File: config.mk
export PLATFORM = sky130hd
export DESIGN_NAME = xbar_arbiter
export DESIGN_NICKNAME = d
export VERILOG_FILES = /design/src/rtl/xbar_arbiter.sv
export SDC_FILE = /design/constraint.sdc
export NUM_CORES = 1
export LEC_CHECK = 0
export ABC_AREA = 1
export BUFFER_PORTS_ARGS = -buffer_cell sky130_fd_sc_hd__buf_2
export CAP_MARGIN = 25
export CELL_PAD_IN_SITES_DETAIL_PLACEMENT = 0
export CELL_PAD_IN_SITES_GLOBAL_PLACEMENT = 2
export CORE_AREA = 2 2 39 41
export DETAILED_ROUTE_END_ITERATION = 8
export DIE_AREA = 0 0 41 43
export PLACE_DENSITY_LB_ADDON = 0.1
export SETUP_SLACK_MARGIN = 0.05
export SLEW_MARGIN = 20
export SYNTH_ARGS = -nofsm -noshare
export SYNTH_HDL_FRONTEND = slang
export SYNTH_SLANG_ARGS = --single-unit
File: constraint.sdc
create_clock -name clk -period 2.1 [get_ports clk]
set_input_delay 0 -clock clk [delete_from_list [all_inputs] [get_ports clk]]
set_output_delay 0 -clock clk [all_outputs]
set_load 0.005 [all_outputs]
File: src/rtl/xbar_arbiter.sv
// Round-robin arbiter for one crossbar slave port.
// A master that wins the slave keeps it for a whole packet (until the beat
// carrying last is accepted). On release the next owner is chosen in the same
// cycle, so back-to-back packets from different masters incur no idle cycle.
// All outputs are registered; nothing from req_i reaches an output combinationally.
module xbar_arbiter #(
  parameter int S_DATA_COUNT = 2,
  localparam int IDX_WIDTH = (S_DATA_COUNT > 1) ? $clog2(S_DATA_COUNT) : 1
) (
  input  logic                    clk,
  input  logic                    rst,
  input  logic [S_DATA_COUNT-1:0] req_i,
  input  logic                    valid_i,
  input  logic                    ready_i,
  input  logic                    last_i,
  output logic [S_DATA_COUNT-1:0] grant_o,
  output logic [IDX_WIDTH-1:0]    grant_idx_o,
  output logic                    grant_valid_o
);

  typedef enum logic {
    IDLE   = 1'b0,
    LOCKED = 1'b1
  } state_t;

  state_t                  state_reg, state_next;
  logic [IDX_WIDTH-1:0]    ptr_reg, ptr_next;
  logic [S_DATA_COUNT-1:0] grant_reg, grant_next;
  logic [IDX_WIDTH-1:0]    idx_reg, idx_next;
  logic                    grant_valid_reg, grant_valid_next;

  logic                    sel_found;
  logic [IDX_WIDTH-1:0]    sel_idx;
  logic [IDX_WIDTH-1:0]    sel_ptr_next;
  logic [S_DATA_COUNT-1:0] sel_onehot;
  logic                    hs;
  logic                    rel;
  int                      cand;
  logic [IDX_WIDTH-1:0]    cand_idx;

  // Beat accepted by the slave, and the beat that ends the packet.
  assign hs  = grant_valid_reg & valid_i & ready_i;
  assign rel = hs & last_i;

  // Cyclic search from ptr: scan offsets from highest to lowest so that the
  // smallest offset (highest priority) is the last one to overwrite sel_idx.
  always_comb begin
    sel_found = 1'b0;
    sel_idx   = '0;
    cand      = 0;
    cand_idx  = '0;
    for (int k = S_DATA_COUNT - 1; k >= 0; k--) begin
      cand = int'(ptr_reg) + k;
      if (cand >= S_DATA_COUNT) begin
        cand = cand - S_DATA_COUNT;
      end
      cand_idx = cand[IDX_WIDTH-1:0];
      if (req_i[cand_idx]) begin
        sel_found = 1'b1;
        sel_idx   = cand_idx;
      end
    end
  end

  // The winner gets lowest priority next time: pointer moves just past it.
  assign sel_ptr_next = (sel_idx == IDX_WIDTH'(S_DATA_COUNT - 1)) ? '0
                                                                   : sel_idx + IDX_WIDTH'(1);

  // One-hot decode of the selected index.
  for (genvar gi = 0; gi < S_DATA_COUNT; gi++) begin : g_onehot
    assign sel_onehot[gi] = sel_found && (sel_idx == IDX_WIDTH'(gi));
  end

  // Next-state and next-grant logic; a grant only changes from IDLE or on release.
  always_comb begin
    state_next       = state_reg;
    ptr_next         = ptr_reg;
    grant_next       = grant_reg;
    idx_next         = idx_reg;
    grant_valid_next = grant_valid_reg;
    if ((state_reg == IDLE) || rel) begin
      if (sel_found) begin
        state_next       = LOCKED;
        ptr_next         = sel_ptr_next;
        grant_next       = sel_onehot;
        idx_next         = sel_idx;
        grant_valid_next = 1'b1;
      end else begin
        state_next       = IDLE;
        grant_next       = '0;
        idx_next         = '0;
        grant_valid_next = 1'b0;
      end
    end
  end

  // State and output registers with synchronous reset taking priority.
  always_ff @(posedge clk) begin
    if (rst) begin
      state_reg       <= IDLE;
      ptr_reg         <= '0;
      grant_reg       <= '0;
      idx_reg         <= '0;
      grant_valid_reg <= 1'b0;
    end else begin
      state_reg       <= state_next;
      ptr_reg         <= ptr_next;
      grant_reg       <= grant_next;
      idx_reg         <= idx_next;
      grant_valid_reg <= grant_valid_next;
    end
  end

  assign grant_o       = grant_reg;
  assign grant_idx_o   = idx_reg;
  assign grant_valid_o = grant_valid_reg;

endmodule

After elaboration in Yosys (flattened, before gate mapping). Cells that the tools add are included.

Add/sub/neg operators: 4. Multipliers: 0. Divide/modulo/power cells: 0. Magnitude comparators: 4. Equality and inequality tests: 0. Shift-type cells: 0. Multiplexer cells: 14. Bitwise operators: 5. Reductions and logical operators: 4.

Operator list (count): $mux W1 (13); $lt A1 B2 Y1 const B (2); $and A1 B1 Y1 (3); $add A1 B1 Y2 const B (1); $ge A1 B2 Y1 const B (1); $ge A2 B2 Y1 const B (1); $logic_and A1 B1 Y1 (2); $mux W2 (1); $not A1 Y1 (2); $reduce_and A2 Y1 (1); $sub A1 B1 Y1 const B (2); $add A1 B1 Y1 const B (1); $logic_or A1 B1 Y1 (1).

Register bits after elaboration: 5. Latch bits: 0. Bits in writable memories: 0. Bits in read-only memories: 0. Bits of input ports: 7. Output and inout port bits: 4. Word-level logic and storage cells: 35. Memories kept: 0.

Logic depth before layout (Yosys ltp). Gate-level depths: netlist (run 1).

Depth in word-level cells: 10. Mapped depth: 5. Gate-level depth less buffers: 5.

Least setup slack after synthesis (run 1). No wires, ideal clock.

Kind: flip-flop to flip-flop. Start: reg ptr_reg. End: reg grant_reg[0], in the netlist grant_o[0]. Setup time: 0.120 ns. Data arrival time: 0.624 ns. Required time: 1.980 ns. Path slack: 1.356 ns. Cell stages (with the launch flop): 6. Buffers on the path: 0. Period minus slack after synthesis: 0.744 ns. Cell sequence: dfxtp_1 inv_1 nand2_1 nand2_1 nand3_1 a21oi_1.

Cells in the longest elaborated chain, start to end: 10. Elaborated cells between the ends (all ways): 18. Those cells by class: add/sub (3); order compare (2); mux (11); bitwise (1); reduce/logical (1).

Ends and longest elaborated chain: start, declared (line 27) `logic [IDX_WIDTH-1:0] ptr_reg, ptr_next;`; start signal, assigned (line 107) `ptr_reg <= ptr_next;`; $add A1 B1 Y2 (line 53) `cand = int'(ptr_reg) + k;`; $ge A2 B2 Y1 or $sub A1 B1 Y1 (tied branches) (line 54, 55); $mux W1 (line 54) `if (cand >= S_DATA_COUNT) begin`; $mux W1 (not written as such) (2 in a row) (line 58) `if (req_i[cand_idx]) begin`; $mux W1 (2 in a row) (line 58); $not A1 Y1 (line 71) `assign sel_onehot[gi] = sel_found && (sel_idx == IDX_WIDTH'(gi));`; $logic_and A1 B1 Y1 (line 71); $mux W2 * (line 82) `if (sel_found) begin`; end signal, assigned (line 108) `grant_reg <= grant_next;`; end, declared (line 28) `logic [S_DATA_COUNT-1:0] grant_reg, grant_next;`.

Mark *: on every way between the ends. The rest lies on a longest branch, timed or not. The select of a mux whose other input is x is not followed. A chain may end at the register's enable or synchronous reset.

Worst setup path in the final report (run 1). Ends and elaborated chain as after synthesis.

==> flow_metrics.env, run 1 <==
export IMPL_maxSlewHeadroom_pct=92.0
export IMPL_syn_avg_cell_area_um2=7.91
export IMPL_p_sw_share_pct=22.7
export IMPL_ys_seq_area_share_pct=46.0
export IMPL_drc=0
export IMPL_clock_path_buffers=2
export IMPL_cap_viol_max_count=0
export IMPL_cts_setup_buffers=0
export IMPL_root_buffer="clkbuf_4"
export IMPL_cts_hold_buf=1
export IMPL_synth_async_sr_flop_share_pct=0
export IMPL_rows=14
export IMPL_synth_ff_type="dfxtp_1"
export IMPL_fin_area_um2=269
export IMPL_worst_setup_path_start_kind="flop"
export IMPL_wl_per_cell_um=7.39
export IMPL_insertion_delay_ns=0.23
export IMPL_p_sw_mw=0.0480
export IMPL_initial_utilization_pct=12.6
export IMPL_cp_data_required_time_ns=2.21
export IMPL_max_clock_freq_ghz=1.24
export IMPL_drt_iter0_drc=3
export IMPL_diodes=0
export IMPL_peakVddDrop_uv=166
export IMPL_dieHeight_um=43
export IMPL_drive_gt1_share_pct=48.6
export IMPL_coreArea_um2=1380
export IMPL_critPathMaxFanout=2
export IMPL_power_frac_clock_pct=42.7
export IMPL_hold_viol_final=0
export IMPL_internal_power_mw=0.164
export IMPL_fin_crit_sh_pct=38.4
export IMPL_synth_top_cell_area_share_pct=46.0
export IMPL_yosys_top_cells_count="dfxtp_1, nand2_1, a21oi_1, nand2_2, nand3_1"
export IMPL_synth_seq_cells=4
export IMPL_avgViaCountPerCell=3.59
export IMPL_portBuffers=10
export IMPL_worstMarginPinSlew_ns=0.119
export IMPL_gr_total_overflow=0
export IMPL_pwr_share_seq_pct=41.2
export IMPL_tns_ns=0
export IMPL_filler_cell_count=170
export IMPL_finalWorstSetupSlack_ns=1.29
export IMPL_grt_pass1_wl_um=607
export IMPL_gp_congestion=0.654
export IMPL_numClockSinks=4
export IMPL_synthDistinctLibCells=9
export IMPL_syn_area_um2=174
export IMPL_dr_total_vias=183
export IMPL_antenna_left=0
export IMPL_hold_slack_ns=0.0662
export IMPL_die_w_um=41
export IMPL_synth_fp_nets=29
export IMPL_slowest_delay_ns=0.34
export IMPL_path_cells="inv_1 > nand2_1 > nand2_1 > nand3_1 > a21oi_1"
export IMPL_synthCells=22
export IMPL_setup_viol=0
export IMPL_p_leak_nw=0.134
export IMPL_post_dp_cell_area_um2=236
export IMPL_grt_antenna_before_repair=0
export IMPL_path_buf_inv=1
export IMPL_wl_um=377
export IMPL_pin_count=11
export IMPL_cts_tree="yes"
export IMPL_finalCriticalPeriod_ns=0.807
export IMPL_cp_arrival_ns=0.92
export IMPL_pre_cts_ws_ns=1.31
export IMPL_die_area_um2=1760
export IMPL_final_net_count=44
export IMPL_path_clk_slew_ns=0.04
export IMPL_finalPower_mw=0.212
export IMPL_grtUsageTotal_pct=5.82
export IMPL_path_delay_family="flip-flops"
export IMPL_grt_max_degree=6
export IMPL_yosys_top_cells_area="dfxtp_1, nand2_2, a21oi_1"
export IMPL_grt_pass1_vias=176
export IMPL_numCtsBuffers=3
export IMPL_rsz0062_at_grt="false"
export IMPL_hold_class="in -> reg"
export IMPL_worst_clock_skew_ns=0.00166
export IMPL_area_growth_pct=54.7
export IMPL_synth_warnings=0
export IMPL_outcome="finished, final reports clean"
export IMPL_synth_edff_count=0
export IMPL_crit_top_cell="nand2_1"
export IMPL_power_density_nw_per_um2=787
export IMPL_first_pass_iters=2
export IMPL_power_frac_comb_pct=16.2
export IMPL_drv_slew=0
export IMPL_cp_end_kind="flop"
export IMPL_cts_resized=0
export IMPL_cp_slowest_cell="dfxtp_1"
export IMPL_cts_max_level=1
export IMPL_place_hpwl_um=325
export IMPL_yosysTopAreaCell="dfxtp_1"
export IMPL_setup_worst_path_class="reg -> reg"
[per-layer routing]
layer / track usage (%) / wire length, µm / vias up
li1: - / - / 97
met1: 6.11 / 157 / 79
met2: 6.56 / 189 / 7
met3: 1.57 / 30 / 0
met4: 10.0 / 0 / 0
met5: 0 / 0 / -
[placed cells by master, fill, tap and decap left out, types with 2 or more instances in the layout]
| cell | n |
|---|---|
| nand2_2 | 3 |
| a21oi_1 | 3 |
| dfxtp_1 | 4 |
| buf_2 | 10 |
| inv_1 | 2 |
| nand3_1 | 3 |
| clkbuf_4 | 3 |
| nand2_1 | 4 |
[cells by family after synthesis]
family | synth area share (%)
AND/OR/NAND/NOR | 31.7
flip-flops | 46.0
buffers and inverters | 8.64
AO/OA/AOI/OAI | 13.7
[worst paths after layout]
| path | depth (start not counted) | startpoint | slack [ns] | end |
|---|---|---|---|---|
| hold / removal | 3 | req_i[1] | 0.07 | grant_idx_o$_SDFFE_PP0P_ |
| setup / recovery | 5 | ptr_reg$_SDFFE_PP0P_ | 1.29 | grant_o[0]$_SDFFE_PP0P_ |
| hold reg to reg | 2 | grant_o[0]$_SDFFE_PP0P_ | 0.46 | grant_o[0]$_SDFFE_PP0P_ |
| setup reg to reg | 5 | ptr_reg$_SDFFE_PP0P_ | 1.29 | grant_o[0]$_SDFFE_PP0P_ |
[through the flow]
stage,utilization (%),std cells
after floorplan,-,22
after global placement,17.1,47
after detailed placement,17.1,47
after CTS,19.4,51
after global routing,19.4,51
final,19.4,51
[layout make-up]
cell class	instances	area [µm²]	area share, %
Sequential cell	4	80.1	29.8
Multi-Input combinational cell	15	78.8	29.3
Timing Repair Buffer	11	60.1	22.3
Clock buffer	3	22.5	8.37
Tap cell	16	20.0	7.44
Inverter	2	7.51	2.79
[worst min-delay path: stages]
cell and delay (ns):
buf_2 0.11, nand3_1 0.08, a21oi_1 0.05
[power by group through the flow]
stage | Clock (mW) | Combinational, mW | Sequential [mW]
after floorplan | 0 | 0.0190 | 0.0888
after global placement | 0 | 0.0343 | 0.0879
after detailed placement | 0 | 0.0338 | 0.0883
after CTS | 0.0963 | 0.0352 | 0.0873
after global routing | 0.0995 | 0.0412 | 0.0881
final | 0.0904 | 0.0342 | 0.0872
No activity file was read; power rests on OpenSTA's default activity.
==> run 2, diff against run 1 <==
--- a/config.mk
+++ b/config.mk
@@ -5,7 +5,7 @@
 export SDC_FILE = /design/constraint.sdc
 export NUM_CORES = 1
 export LEC_CHECK = 0
-export ABC_AREA = 1
+export ABC_AREA = 0
 export BUFFER_PORTS_ARGS = -buffer_cell sky130_fd_sc_hd__buf_2
 export CAP_MARGIN = 25
 export CELL_PAD_IN_SITES_DETAIL_PLACEMENT = 0
==> constraint.sdc (replaced) <==
create_clock -name clk -period 0.8 [get_ports clk]
set_input_delay 0 -clock clk [delete_from_list [all_inputs] [get_ports clk]]
set_output_delay 0 -clock clk [all_outputs]
set_load 0.005 [all_outputs]
==> run 2 against run 1 <==
  * The flow now finishes with violations (negative setup slack)
  * Non-clock buffer count rose by 4
  * Register-to-register slack got worse by 1.3 ns
  * Highest routed layer is now met4
  * Global-route usage rose by 3.0 points
  * Combinational power rose to 2.9 times the previous value
  * Die area did not move
  * Synthesized cell count fell by 4.5%
  * Final area rose by 25%
  * Routed wire length rose by 54%
  * Critical endpoint is now grant_idx_o$_SDFFE_PP0P_
  * Sequential cell count did not move
==> flow_metrics.env, run 2 <==
export IMPL_outcome="finished with violations"
export IMPL_violations="negative setup slack"
export IMPL_critPathMaxFanout=4
export IMPL_stdcell_count=55
export IMPL_yosys_top_cells_count="dfxtp_1, a21oi_1, inv_1, a221o_1, nand3_1"
export IMPL_synth_warnings=0
export IMPL_synth_edff_count=0
export IMPL_grtUsageTotal_pct=8.82
export IMPL_numCtsBuffers=3
export IMPL_die_area_um2=1760
export IMPL_antenna_left=0
export IMPL_coreArea_um2=1380
export IMPL_cap_viol_max_count=0
export IMPL_yosysTopAreaCell="dfxtp_1"
export IMPL_clock_path_buffers=2
export IMPL_numClockSinks=4
export IMPL_finalPower_mw=0.615
export IMPL_power_density_nw_per_um2=1830
export IMPL_tns_ns=-0.161
export IMPL_wl_um=580
export IMPL_pin_count=11
export IMPL_ys_seq_area_share_pct=43.0
export IMPL_synthMostInstantiatedCell="dfxtp_1"
export IMPL_insertion_delay_ns=0.24
export IMPL_drv_slew=0
export IMPL_diodes=0
export IMPL_drc=0
export IMPL_dr_total_vias=242
export IMPL_final_net_count=47
export IMPL_drt_iter0_drc=4
export IMPL_grt_pass1_vias=213
export IMPL_cts_setup_buffers=0
export IMPL_finalCriticalPeriod_ns=0.856
export IMPL_setup_viol=4
export IMPL_hold_viol_final=0
export IMPL_dp_cells=49
export IMPL_synthDistinctLibCells=12
export IMPL_dieHeight_um=43
export IMPL_peakVddDrop_uv=481
export IMPL_finalWorstSetupSlack_ns=-0.0559
export IMPL_rows=14
export IMPL_mostFrequentLayoutCells="buf_2, a21oi_1, clkbuf_4"
export IMPL_cp_data_required_time_ns=0.97
export IMPL_fin_crit_sh_pct=107
export IMPL_first_pass_iters=4
export IMPL_initial_utilization_pct=13.5
export IMPL_worst_clock_skew_ns=0.00447
export IMPL_hold_class="in -> reg"
export IMPL_cts_max_level=1
export IMPL_die_w_um=41
export IMPL_wl_per_cell_um=10.5
export IMPL_root_buffer="clkbuf_4"
export IMPL_cp_end_kind="flop"
export IMPL_rsz0062_at_grt="true"
export IMPL_yosys_top_cells_area="dfxtp_1, a221o_1, a21oi_1"
export IMPL_gp_congestion=0.744
export IMPL_synthCells=21
export IMPL_synth_fp_nets=28
export IMPL_portBuffers=10
export IMPL_path_clk_slew_ns=0.04
export IMPL_gr_total_overflow=0
export IMPL_grt_antenna_before_repair=0
export IMPL_syn_avg_cell_area_um2=8.88
export IMPL_area_growth_pct=79.9
export IMPL_synth_top_cell_area_share_pct=43.0
export IMPL_synth_ff_type="dfxtp_1"
export IMPL_cts_tree="yes"
export IMPL_cp_arrival_ns=1.03
export IMPL_synth_async_sr_flop_share_pct=0
export IMPL_setup_worst_path_class="reg -> reg"
export IMPL_max_clock_freq_ghz=1.17
export IMPL_worst_setup_path_start_kind="flop"
export IMPL_synth_seq_cells=4
export IMPL_drive_gt1_share_pct=51.3
export IMPL_maxSlewHeadroom_pct=91.7
export IMPL_layout_commonest_cell="buf_2"
export IMPL_avgViaCountPerCell=4.40
export IMPL_p_leak_nw=0.153
export IMPL_grt_pass1_wl_um=945
export IMPL_syn_area_um2=186
export IMPL_grt_max_degree=6
export IMPL_worstMarginPinSlew_ns=0.124
run 2: cell count changes after synthesis:
cell,delta
a31oi_1,+1
inv_1,+1
a221o_1,+2
nand2_2,-3
o21ai_1,+1
or2_1,-1
nand2_1,-3
nand3_2,+1
nand2b_1,+1
a2111o_1,+1
nand3_1,-1
a21oi_2,-1
run 2: worst max-delay path: stages, from the launching register on:
cell     delay, ns
dfxtp_4       0.35
inv_2         0.03
a221o_1       0.29
a21oi_1       0.11
run 2: per-stage QoR:
step | worst slack (ns) | instance area (µm²) | hold slack (ns) | util [%]
floorplan | -0.0238 | 191 | 0.0597 | -
global placement | -0.0777 | 277 | 0.233 | 20.0
CTS | -0.0678 | 313 | -0.0298 | 22.6
detailed placement | -0.0593 | 277 | 0.227 | 20.0
finish | -0.0559 | 335 | 0.0463 | 24.2
global route | -0.112 | 335 | 0.0544 | 24.2
run 2: timing repair:
item / in CTS / in global routing
hold endpoints to repair: 3 / 2
resized for setup: 2 / 2
pin swaps: 2 / 2
setup endpoints to repair: 5 / 5
run 2: cell type report:
cell class	instances	area, µm²
multi-input combinational	13	87.6
sequential	4	87.6
tap	16	20.0
inverter	3	11.3
timing repair buffer	15	103
fill	162	1050
clock buffer	4	26.3
run 2: path summary, 6_finish.rpt:
check,startpoint,end,slack (ns),cells after the start
worst max register to register,ptr_reg$_SDFFE_PP0P_,grant_idx_o$_SDFFE_PP0P_,-0.06,3
worst max-delay path,ptr_reg$_SDFFE_PP0P_,grant_idx_o$_SDFFE_PP0P_,-0.06,3
worst min-delay path,rst,ptr_reg$_SDFFE_PP0P_,0.05,3
worst min register to register,grant_o[0]$_SDFFE_PP0P_,grant_o[0]$_SDFFE_PP0P_,0.47,2
run 2: kinds of logic (layout without fill, tap and decap cells):
| kind of cell | count (synthesis) | after routing | share of synthesized area, % |
|---|---|---|---|
| AND/OR/NAND/NOR | 5 | 5 | 16.1 |
| buffers and inverters | 4 | 22 | 10.1 |
| AO/OA/AOI/OAI | 8 | 8 | 30.9 |
| flip-flops | 4 | 4 | 43.0 |
run 2: routing by layer:
metal / GRT usage, % / part of all wire [%] / routed length (µm)
met1: 10.5 / 41 / 240
met5: 0 / 0 / 0
met3: 4.71 / 11 / 61
met2: 10.6 / 47 / 271
met4: 8.00 / 1.2 / 7
run 2: where the power goes:
group          switching [mW]  total (mW)  internal (mW)
registers              0.0141       0.229          0.215
logic                  0.0408      0.0996         0.0588
clock network          0.0979       0.286          0.188
total                   0.153       0.615          0.462
==> run 3, diff against run 2 <==
--- a/config.mk
+++ b/config.mk
@@ -13,7 +13,7 @@
 export CORE_AREA = 2 2 39 41
 export DETAILED_ROUTE_END_ITERATION = 8
 export DIE_AREA = 0 0 41 43
-export PLACE_DENSITY_LB_ADDON = 0.1
+export PLACE_DENSITY = 0.55
 export SETUP_SLACK_MARGIN = 0.05
 export SLEW_MARGIN = 20
 export SYNTH_ARGS = -nofsm -noshare
==> run 3 against run 2 <==
  * The flow finishes with violations (negative hold slack, negative setup slack)
  * Sequential cell count stayed put
  * Non-clock buffer count is 2 lower
  * Hold slack worse by 0.060 ns
  * Sequential share of layout area is 0.44 points higher
  * Worst setup slack worse by 0.011 ns
  * Routed wire length is 16% lower
  * Via count is 12% lower
  * Combinational power is 2.5% lower
  * Sequential power hardly changed
  * Register-to-register slack hardly changed
  * Die area stayed put
  * Largest cell class is now multi-input combinational cells
==> flow_metrics.env, run 3 (synthesis results as in run 2) <==
export IMPL_grt_pass1_vias=206
export IMPL_fin_util_pct=23.1
export IMPL_power_frac_comb_pct=15.9
export IMPL_rsz0062_at_grt="true"
export IMPL_setup_viol=4
export IMPL_antenna_left=0
export IMPL_multiInputGateArea_um2=91.3
export IMPL_worstMarginPinSlew_ns=0.124
export IMPL_cap_viol_max_count=0
export IMPL_post_dp_cell_area_um2=277
export IMPL_area_growth_pct=71.8
export IMPL_p_leak_nw=0.146
export IMPL_portBuffers=10
export IMPL_drive_gt1_share_pct=56.8
export IMPL_cp_data_required_time_ns=0.97
export IMPL_clock_path_buffers=2
export IMPL_power_density_nw_per_um2=1910
export IMPL_path_clk_slew_ns=0.04
export IMPL_grt_max_degree=7
export IMPL_slowest_delay_ns=0.36
export IMPL_insertion_delay_ns=0.24
export IMPL_dieHeight_um=43
export IMPL_fin_area_um2=320
export IMPL_wl_per_cell_um=9.23
export IMPL_cts_max_level=1
export IMPL_cp_end_kind="flop"
export IMPL_first_pass_iters=2
export IMPL_gr_total_overflow=0
export IMPL_p_sw_mw=0.149
export IMPL_drv_slew=0
export IMPL_hold_viol_final=2
export IMPL_cts_setup_buffers=0
export IMPL_critPathMaxFanout=5
export IMPL_fin_crit_sh_pct=108
export IMPL_diodes=0
export IMPL_hold_class="in -> reg"
export IMPL_cts_tree="yes"
export IMPL_final_net_count=45
export IMPL_finalWorstSetupSlack_ns=-0.0667
export IMPL_setup_worst_path_class="reg -> reg"
export IMPL_numClockSinks=4
export IMPL_maxSlewHeadroom_pct=91.7
export IMPL_finalCriticalPeriod_ns=0.867
export IMPL_wl_um=489
export IMPL_root_buffer="clkbuf_4"
export IMPL_avgViaCountPerCell=4.04
export IMPL_die_w_um=41
export IMPL_drc=0
export IMPL_cp_slowest_cell="a2111o_1"
export IMPL_drt_iter0_drc=4
export IMPL_ff_latch_area_um2=85.1
export IMPL_pre_cts_ws_ns=-0.0526
export IMPL_pin_count=11
export IMPL_layout_commonest_cell="buf_2"
export IMPL_internal_power_mw=0.461
export IMPL_grt_pass1_wl_um=765
export IMPL_cp_arrival_ns=1.03
export IMPL_outcome="finished with violations"
export IMPL_max_clock_freq_ghz=1.15
export IMPL_peakVddDrop_uv=815
export IMPL_worst_clock_skew_ns=0.00401
export IMPL_dr_total_vias=214
export IMPL_filler_cell_count=161
export IMPL_power_frac_clock_pct=46.3
export IMPL_die_area_um2=1760
export IMPL_grt_antenna_before_repair=0
export IMPL_pwr_share_seq_pct=37.8
export IMPL_path_cells="a2111o_1 > o21ai_1"
export IMPL_hold_slack_ns=-0.0140
export IMPL_numCtsBuffers=3
export IMPL_rows=14
export IMPL_path_delay_family="compound AO/OA/AOI/OAI gates"
export IMPL_path_buf_inv=0
export IMPL_violations="negative hold slack, negative setup slack"
export IMPL_gp_congestion=0.753
export IMPL_p_sw_share_pct=24.5
export IMPL_initial_utilization_pct=13.5
export IMPL_grtUsageTotal_pct=7.23
export IMPL_mostFrequentLayoutCells="buf_2, clkbuf_4, buf_6"
export IMPL_coreArea_um2=1380
export IMPL_worst_setup_path_start_kind="flop"
## run 3: changes by cell type in the layout (fill, tap and decap cells not counted), sizes merged
| cell | before | now |
|---|---|---|
| dlygate4sd3 | 2 | 0 |
## run 3: power groups by stage
| stage | registers, mW | clock network, mW | logic (mW) |
|---|---|---|---|
| detailed placement | 0.232 | 0 | 0.0853 |
| global placement | 0.231 | 0 | 0.0857 |
| floorplan | 0.233 | 0 | 0.0363 |
| CTS | 0.229 | 0.295 | 0.0922 |
| global route | 0.233 | 0.321 | 0.110 |
| finish | 0.231 | 0.282 | 0.0971 |
## run 3: layout make-up
cell class | count | share of cell area, %
tap | 16 | 6.25
sequential | 4 | 26.6
inverter | 3 | 3.52
clock buffer | 4 | 8.20
multi-input combinational | 13 | 28.5
timing repair buffer | 13 | 27.0
## run 3: layer usage
| layer | track usage (%) | share of wire [%] | vias up |
|---|---|---|---|
| met4 | 2.00 | 0 | 0 |
| met5 | 0 | 0 | - |
| met3 | 9.42 | 13 | 0 |
| met1 | 6.43 | 36 | 95 |
| li1 | - | - | 108 |
| met2 | 9.69 | 50 | 11 |
## run 3: path summary, 6_finish.rpt
check / from / to / slack (ns) / cells past startpoint
worst max-delay path: grant_valid_o$_SDFFE_PP0P_ / ptr_reg$_SDFFE_PP0P_ / -0.07 / 2
worst min-delay path: rst / grant_o[0]$_SDFFE_PP0P_ / -0.01 / 2
worst max register to register: grant_valid_o$_SDFFE_PP0P_ / ptr_reg$_SDFFE_PP0P_ / -0.07 / 2
worst min register to register: grant_o[0]$_SDFFE_PP0P_ / grant_o[0]$_SDFFE_PP0P_ / 0.47 / 2
## run 3: what timing repair did
item                                    CTS  global route
endpoints found under the setup margin    4             5
gates resized for setup                   2             3
hold endpoints to repair                  3             3
pin swaps                                 2             2
## run 3: through the flow
step	setup TNS, ns	total power, mW	instances
after global placement	-0.110	0.316	49
final	-0.178	0.610	53
after global routing	-0.328	0.663	53
after floorplan	-0.0676	0.269	21
after detailed placement	-0.117	0.317	49
after CTS	-0.184	0.616	53
